## src/rtl/pcpu_pipe_ctrl.sv

```systemverilog
// Pipeline sequencer for the 5-stage PCPU: run/drain/halt control, EX branch
// resolution, load-use stall detection, PC/IF/ID/ID/EX controls and perf counters.
module pcpu_pipe_ctrl #(
  parameter int unsigned CNT_W   = 16,
  parameter int unsigned DRAIN_N = 3
) (
  input  logic             clock,
  input  logic             reset,
  input  logic             enable,
  input  logic             start,
  input  logic [4:0]       id_op,
  input  logic [2:0]       id_ra,
  input  logic             id_ra_use,
  input  logic [2:0]       id_rb,
  input  logic             id_rb_use,
  input  logic [4:0]       ex_op,
  input  logic [2:0]       ex_rd,
  input  logic             zf,
  input  logic             nf,
  input  logic             cf,
  output logic             pc_clr,
  output logic             pc_we,
  output logic             pc_sel,
  output logic             if_id_we,
  output logic             if_id_flush,
  output logic             id_ex_flush,
  output logic [1:0]       run_state,
  output logic [CNT_W-1:0] cyc_cnt,
  output logic [CNT_W-1:0] stall_cnt
);

  localparam int unsigned DCNT_W = (DRAIN_N > 1) ? $clog2(DRAIN_N) : 1;
  localparam logic [DCNT_W-1:0] DRAIN_LAST = DCNT_W'(DRAIN_N - 1);
  localparam logic [CNT_W-1:0]  CNT_MAX    = '1;

  localparam logic [4:0] OP_HALT = 5'b00001;
  localparam logic [4:0] OP_LOAD = 5'b00010;
  localparam logic [4:0] OP_JUMP = 5'b11000;
  localparam logic [4:0] OP_JMPR = 5'b11001;
  localparam logic [4:0] OP_BZ   = 5'b11010;
  localparam logic [4:0] OP_BNZ  = 5'b11011;
  localparam logic [4:0] OP_BN   = 5'b11100;
  localparam logic [4:0] OP_BNN  = 5'b11101;
  localparam logic [4:0] OP_BC   = 5'b11110;
  localparam logic [4:0] OP_BNC  = 5'b11111;

  typedef enum logic [1:0] {
    S_IDLE   = 2'b00,
    S_RUN    = 2'b01,
    S_DRAIN  = 2'b10,
    S_HALTED = 2'b11
  } state_t;

  state_t            state, state_nx;
  logic [DCNT_W-1:0] drain_cnt, drain_nx;
  logic              br_take, load_use, halt_id;
  logic              count_cyc, count_stall;

  // Branch resolution for the instruction currently in EX
  always_comb begin
    br_take = 1'b0;
    case (ex_op)
      OP_JUMP, OP_JMPR: br_take = 1'b1;
      OP_BZ:            br_take = zf;
      OP_BNZ:           br_take = ~zf;
      OP_BN:            br_take = nf;
      OP_BNN:           br_take = ~nf;
      OP_BC:            br_take = cf;
      OP_BNC:           br_take = ~cf;
      default:          br_take = 1'b0;
    endcase
  end

  assign load_use = (ex_op == OP_LOAD) &&
                    ((id_ra_use && (id_ra == ex_rd)) || (id_rb_use && (id_rb == ex_rd)));
  assign halt_id  = (id_op == OP_HALT);

  always_ff @(posedge clock or negedge reset) begin
    if (!reset) begin
      state     <= S_IDLE;
      drain_cnt <= '0;
    end else if (enable) begin
      state     <= state_nx;
      drain_cnt <= drain_nx;
    end
  end

  // Next state and pipe controls; priority is branch > HALT in ID > load-use
  always_comb begin
    state_nx    = state;
    drain_nx    = drain_cnt;
    pc_clr      = 1'b0;
    pc_we       = 1'b0;
    if_id_we    = 1'b0;
    if_id_flush = 1'b0;
    id_ex_flush = 1'b0;
    count_cyc   = 1'b0;
    count_stall = 1'b0;
    if (enable) begin
      case (state)
        S_IDLE, S_HALTED: begin
          if_id_flush = 1'b1;
          id_ex_flush = 1'b1;
          if (start) begin
            pc_clr   = 1'b1;
            state_nx = S_RUN;
          end
        end
        S_RUN: begin
          count_cyc = 1'b1;
          if (br_take) begin
            pc_we       = 1'b1;
            if_id_we    = 1'b1;
            if_id_flush = 1'b1;
            id_ex_flush = 1'b1;
          end else if (halt_id) begin
            if_id_flush = 1'b1;
            state_nx    = S_DRAIN;
            drain_nx    = '0;
          end else if (load_use) begin
            id_ex_flush = 1'b1;
            count_stall = 1'b1;
          end else begin
            pc_we    = 1'b1;
            if_id_we = 1'b1;
          end
        end
        S_DRAIN: begin
          count_cyc   = 1'b1;
          if_id_flush = 1'b1;
          if (drain_cnt == DRAIN_LAST) begin
            state_nx = S_HALTED;
            drain_nx = '0;
          end else begin
            drain_nx = drain_cnt + DCNT_W'(1);
          end
        end
        default: state_nx = S_IDLE;
      endcase
    end
  end

  // pc_sel only steers the PC mux, so it follows the branch even while frozen
  assign pc_sel    = (state == S_RUN) && br_take;
  assign run_state = state;

  // Saturating perf counters, cleared on the PC-clear pulse
  always_ff @(posedge clock or negedge reset) begin
    if (!reset) begin
      cyc_cnt   <= '0;
      stall_cnt <= '0;
    end else if (enable) begin
      if (pc_clr) begin
        cyc_cnt   <= '0;
        stall_cnt <= '0;
      end else begin
        if (count_cyc && (cyc_cnt != CNT_MAX))
          cyc_cnt <= cyc_cnt + CNT_W'(1);
        if (count_stall && (stall_cnt != CNT_MAX))
          stall_cnt <= stall_cnt + CNT_W'(1);
      end
    end
  end

endmodule
```

## config.mk

```make
export PLATFORM = sky130hd
export DESIGN_NAME = pcpu_pipe_ctrl
export DESIGN_NICKNAME = d
export VERILOG_FILES = /design/src/rtl/pcpu_pipe_ctrl.sv
export SDC_FILE = /design/constraint.sdc
export NUM_CORES = 1
export LEC_CHECK = 0
export BUFFER_PORTS_ARGS = -buffer_cell sky130_fd_sc_hd__buf_2
export CORE_ASPECT_RATIO = 1.4
export CORE_MARGIN = 3
export CORE_UTILIZATION = 55
export DETAILED_ROUTE_END_ITERATION = 8
export PLACE_DENSITY = 0.85
export SYNTH_ARGS = -nofsm -noshare
export SYNTH_HDL_FRONTEND = slang
export SYNTH_SLANG_ARGS = --single-unit
```

## constraint.sdc

```tcl
create_clock -name clock -period 5.35 [get_ports clock]
set_clock_uncertainty 0.2 [all_clocks]
set_input_delay 0.535 -clock clock [delete_from_list [all_inputs] [get_ports clock]]
set_output_delay 0.535 -clock clock [all_outputs]
set_load 0.005 [all_outputs]
```

==> impl_metrics.json, run 1 <==
{
  "status": "completed",
  "num_io_pins": 68,
  "cp_max_fo": 27,
  "clk_pin_slew_ps": 70,
  "worstPathCellList": "inv_1 > ha_1 > nand3_1 > clkinv_1 > buf_2",
  "postCtsSetupRepairBufs": 0,
  "antenna_cells": 0,
  "drc": 0,
  "synth_area_leaders": "dfrtp_1 (41%), xnor2_1 (4.0%), nor2_1 (3.9%), nand3_1 (3.9%), nand2_1 (3.8%)",
  "period_minus_slack_ps": 3380,
  "drv_slew": 0,
  "required_ps": 4620,
  "numPortBuffers": 67,
  "h-tree-depth": 2,
  "startpoint_type": "flop",
  "firstDrtPassIters": 4,
  "max_freq_mhz": 296,
  "synthDistinctLibCells": 53,
  "die_y_um": 80.6,
  "p_leak_nw": 1.27,
  "fin_setup_tns_ps": 0,
  "antenna_found_initial": 0,
  "crit_path_end_kind": "output pin",
  "startpoint": "run_state[0]",
  "num_rows": 26,
  "power.density_nw_per_um2": 290,
  "hpwl_um": 3780,
  "worst_slew_pin_slew_ps": 788,
  "die_x_um": 59.3,
  "nNetsFinal": 336,
  "synth_cells": 236,
  "async_flop_share_pct": 100,
  "crit_arrival_ps": 2640,
  "yosysSeqAreaShare_pct": 41.2,
  "gp_congestion": 0.782,
  "r2r-start": "run_state[0]",
  "reg2reg_to": "stall_cnt[6]",
  "core_area_um2": 3740,
  "cts_tree": "built",
  "grt_pass1_vias": 1972,
  "setup_viol": 0,
  "hp-class": "input port to asynchronous set/reset pin",
  "grt_usage_pct": 23.2,
  "clk_latency_ps": 280,
  "worst-setup-path-type": "flop to output pin",
  "cts_sinks": 36,
  "grt-ovfl-total": 0,
  "grt_max_degree": 37,
  "syn-num-nets": 269,
  "avgSynthCellArea_um2": 9.27,
  "synth_top_cell_area_share_pct": 41.2,
  "cp-endpoint": "pc_clr",
  "drt_iter0_drc": 92,
  "ctsResizeCount": 0,
  "ir_worst_vdd_mv": 0.293,
  "avgViaCountPerCell": 5.92,
  "routedWlPerCell_um": 15.0,
  "slew-limit-headroom_pct": 47.5,
  "antenna_left": 0,
  "maxCapViolCount": 0,
  "grt_pass1_wl_um": 8480,
  "yosys_register_bits": 36,
  "routed_wl_um": 5180,
  "fin_crit_sh_pct": 63.1,
  "max_stage_delay_ps": 760,
  "ys.flop_type": "dfrtp_1",
  "start_util_pct": 58.5,
  "area_delta_synth_final_pct": 18.9,
  "ff2ff_path_depth": 6,
  "layout_commonest_cell": "buf_2",
  "cts_buffers": 5,
  "cts-root-buf": "clkbuf_8",
  "rsz0062_at_grt": "no",
  "hold_viol": 0,
  "ys_warn_count": 0,
  "yosysTopAreaCell": "dfrtp_1",
  "cts_buffer_depth": 2,
  "die_area_um2": 4780,
  "r2r_slack_ps": 2150,
  "final_cell_mix": "buf_2 (67), dfrtp_1 (36), nor2_1 (23)",
  "cts_hold_buffers": 0,
  "drive_gt1_share_pct": 29.7,
  "synth_edf_count": 0,
  "syn_area_um2": 2190,
  "whs_ps": 129,
  "critPathSlowestCell": "clkinv_1",
  "routed-via-count": 2041
}
[cell type report]
type / count / area, um^2
multi-input combinational: 185 / 1210
sequential: 36 / 901
tap: 42 / 52.6
fill: 307 / 1140
inverter: 8 / 30.0
clock buffer: 6 / 72.6
timing repair buffer: 67 / 335
clock inverter: 1 / 5.00
[metrics by stage]
step,setup slack [ps],utilization (%),total power [mW],cells,instance area (um^2)
6_report,1970,69.6,0.755,345,2600
3_3_place_gp,2300,67.5,0.567,338,2520
5_1_grt,1820,69.6,0.803,345,2600
2_1_floorplan,3080,-,0.492,236,2190
3_5_place_dp,2200,67.5,0.575,338,2520
4_1_cts,2000,69.6,0.757,345,2600
[worst min path at each step]
| stage | startpoint | endpoint | slack [ps] | depth (start not counted) |
|---|---|---|---|---|
| floorplan | reset | cyc_cnt[0] | 40 | 0 |
| global placement | drain_cnt[0] | drain_cnt[0] | 330 | 1 |
| detailed placement | cyc_cnt[5] | cyc_cnt[5] | 330 | 1 |
| CTS | reset | stall_cnt[13] | 160 | 1 |
| global route | reset | stall_cnt[13] | 190 | 1 |
| finish | reset | stall_cnt[3] | 130 | 1 |
[flip-flops by register name (all words and copies together), names as in the netlist]
signal and count:
cyc_cnt 16, stall_cnt 16, drain_cnt 2, run_state 2
[report_power, final]
group	internal, mW	switching [mW]	leakage [nW]	total (mW)
clock network	0.0885	0.0933	0.0410	0.182
registers	0.297	0.0258	0.493	0.323
logic	0.105	0.146	0.733	0.250
total	0.490	0.265	1.27	0.755
[critical path, delay by kind of cell, from the launching register on]
kind,cells,cell delay (ps)
flops,1,400
simple gates,1,380
buf+inv,3,1210
fa+ha+maj,1,360
[synth_stat cells (2+ instances only)]
library cell and number:
dfrtp_1 36, mux2i_1 5, a31o_2 2, o211ai_1 2
nand3_1 17, and4_1 3, nand2b_1 5, o31ai_1 2
nor4_1 2, ha_1 5, inv_1 7, buf_6 2
or3_1 7, nor2_1 23, o21ai_0 12, xor2_1 8
nand4_1 12, clkbuf_1 2, nor3b_1 2, mux2_2 2
nand2_1 22, xnor2_1 10, or4_1 3, a21oi_1 13
nor3_1 4
[layer usage]
metal,global-route usage (%),up-vias,wire [um]
li1,-,994,-
met1,25.8,964,2100
met5,0,-,0
met4,10.9,0,108
met3,4.98,9,337
met2,40.6,74,2640
[logic make-up after synthesis]
kind of cell | after synthesis | share of synthesized area (%)
AO/OA/AOI/OAI | 42 | 13.8
XOR/XNOR | 18 | 7.20
adder cells (fa/ha/maj) | 5 | 2.86
buffers and inverters | 15 | 3.72
flip-flops | 36 | 41.2
multiplexers | 7 | 3.32
AND/OR/NAND/NOR | 113 | 28.0
Note: power is estimated with default switching activity, not from simulation.
==> run 2: changes to the inputs <==
ABC_AREA = 1   (was unset)
CORE_UTILIZATION = 54   (was 55)
PLACE_DENSITY = 0.81   (was 0.85)
clock period = 3.25 ns   (was 5.35 ns; I/O delays follow)
==> run 2 against run 1 <==
Worst hold slack better by 140 ps. First-iteration DRC count is 98% higher. Via count up 37%. Sequential share of layout area decreased by 6.3 points. Critical endpoint unchanged. Synthesized cell count up 71%. Global-route usage grew 0.60 points. Combinational power increased by 130%. Register-to-register slack got worse by 1000 ps. Core utilization decreased by 1.6 points. Setup slack worse by 900 ps. Sequential cell count stayed put.
==> impl_metrics.json, run 2 <==
{
  "status": "completed",
  "synth_top_cell_area_share_pct": 33.4,
  "async_flop_share_pct": 100,
  "avgViaCountPerCell": 5.23,
  "drv_slew": 0,
  "ir_worst_vdd_mv": 0.399,
  "core_area_um2": 4680,
  "drt_iter0_drc": 182,
  "rsz0062_at_grt": "no",
  "avgSynthCellArea_um2": 6.70,
  "num_io_pins": 68,
  "synthDistinctLibCells": 34,
  "routed-via-count": 2788,
  "h-tree-depth": 2,
  "routedWlPerCell_um": 12.4,
  "setup_viol": 0,
  "yosysSeqAreaShare_pct": 33.4,
  "postCtsSetupRepairBufs": 0,
  "worst-setup-path-type": "flop to output pin",
  "die_area_um2": 5890,
  "ys.flop_type": "dfrtp_1",
  "power.density_nw_per_um2": 485,
  "synth_edf_count": 0,
  "die_y_um": 89.6,
  "syn-num-nets": 436,
  "place_area_um2": 3060,
  "fin_setup_tns_ps": 0,
  "maxCapViolCount": 0,
  "synth_cells": 403,
  "antenna_cells": 0,
  "period_minus_slack_ps": 2170,
  "syn_area_um2": 2700,
  "grt_pass1_vias": 2669,
  "grt_pass1_wl_um": 11200,
  "start_util_pct": 57.7,
  "hp-class": "input port to flop",
  "largestRegisters": "cyc_cnt (16), stall_cnt (16)",
  "p_leak_nw": 1.76,
  "reg2reg_to": "stall_cnt[8]",
  "final_cell_mix": "nand2_1 (124), buf_2 (67), nor2_1 (54)",
  "synth_area_leaders": "dfrtp_1 (33%), nand2_1 (17%), nor2_1 (7.5%), nand3_1 (7.0%), inv_1 (6.1%)",
  "cts_sinks": 36,
  "firstDrtPassIters": 4,
  "ctsResizeCount": 0,
  "cts_buffer_depth": 2,
  "nNetsFinal": 503,
  "hold_viol": 0,
  "synth_common_cells": "nand2_1 (124), nor2_1 (54), inv_1 (44)",
  "hold-path-cell-count": 4,
  "drive_gt1_share_pct": 21.2,
  "crit_arrival_ps": 1650,
  "slew-limit-headroom_pct": 45.2,
  "fin_crit_sh_pct": 66.9,
  "area_delta_synth_final_pct": 17.9,
  "synth.most_common_cell": "nand2_1",
  "drc": 0,
  "grt-ovfl-total": 0,
  "cts_buffers": 5,
  "num_rows": 29,
  "gp_congestion": 0.869,
  "final_cell_area_um2": 3180,
  "r2r-start": "stall_cnt[0]",
  "grt_usage_pct": 23.8,
  "required_ps": 2720,
  "cts_tree": "built",
  "yosysTopAreaCell": "dfrtp_1",
  "cts-root-buf": "clkbuf_8",
  "startpoint_type": "flop",
  "yosys_register_bits": 36,
  "layout_commonest_cell": "nand2_1",
  "r2r_slack_ps": 1100,
  "min_to": "cyc_cnt[0]",
  "antenna_left": 0,
  "numPortBuffers": 67,
  "die_x_um": 65.8,
  "worst_slew_pin_slew_ps": 822,
  "cp_max_fo": 9,
  "clk_latency_ps": 290,
  "clk_pin_slew_ps": 70,
  "min_from": "start",
  "whs_ps": 271,
  "crit_path_end_kind": "output pin",
  "hpwl_um": 4920,
  "max_freq_mhz": 460,
  "routed_wl_um": 6620,
  "ys_warn_count": 0,
  "grt_max_degree": 41,
  "antenna_found_initial": 0,
  "ff2ff_path_depth": 9
}
## run 2: critical path: stages, from the launching register on
cell and delay, ps:
dfrtp_1 410, inv_1 60, ha_1 290, inv_1 90
nor3_4 320, buf_2 190
## run 2: what timing repair did
item,CTS,global route
hold endpoints to repair,36,0
hold buffers,1,0
setup endpoints to repair,0,0
## run 2: worst max-delay path by stage
stage / from / endpoint / slack [ps] / depth (start not counted)
after floorplan: run_state[0] / cyc_cnt[15] / 1400 / 8
after global placement: cyc_cnt[0] / cyc_cnt[12] / 1170 / 9
after detailed placement: run_state[0] / cyc_cnt[11] / 1130 / 9
after CTS: run_state[0] / pc_clr / 1070 / 5
after global routing: run_state[0] / cyc_cnt[9] / 880 / 9
final: run_state[0] / pc_clr / 1080 / 5
## run 2: cells by family after synthesis
family | Yosys count | share of synthesized area [%]
simple gates | 263 | 44.3
buf+inv | 62 | 9.41
flops | 36 | 33.4
compound gates | 21 | 5.42
xor+xnor | 16 | 5.19
fa+ha+maj | 5 | 2.32
## run 2: metal layers
| metal | GRT usage, % | vias to the layer above | wire [um] |
|---|---|---|---|
| met4 | 6.42 | 0 | 44 |
| met1 | 26.2 | 1307 | 2690 |
| li1 | - | 1416 | - |
| met5 | 0 | - | 0 |
| met3 | 4.23 | 4 | 224 |
| met2 | 46.1 | 61 | 3670 |
## run 2: area by class of cell
class | instances | area [um^2]
clock inverter | 2 | 35.0
inverter | 53 | 199
tap | 62 | 77.6
clock buffer | 6 | 72.6
multi-input combinational | 305 | 1540
timing repair buffer | 69 | 353
sequential | 36 | 901
fill | 434 | 1500
## run 2: metrics by stage
stage	cells	worst slack [ps]	total power, mW	util, %
floorplan	403	1400	0.973	-
global placement	524	1170	1.14	65.5
detailed placement	524	1130	1.16	65.5
CTS	533	1070	1.56	68.0
global route	533	882	1.67	68.0
finish	533	1080	1.54	68.0
## run 2: power breakdown
| part | switching (mW) | total, mW | internal (mW) |
|---|---|---|---|
| Clock | 0.163 | 0.390 | 0.228 |
| Combinational | 0.364 | 0.564 | 0.200 |
| Sequential | 0.0756 | 0.588 | 0.512 |
| Total | 0.602 | 1.54 | 0.940 |
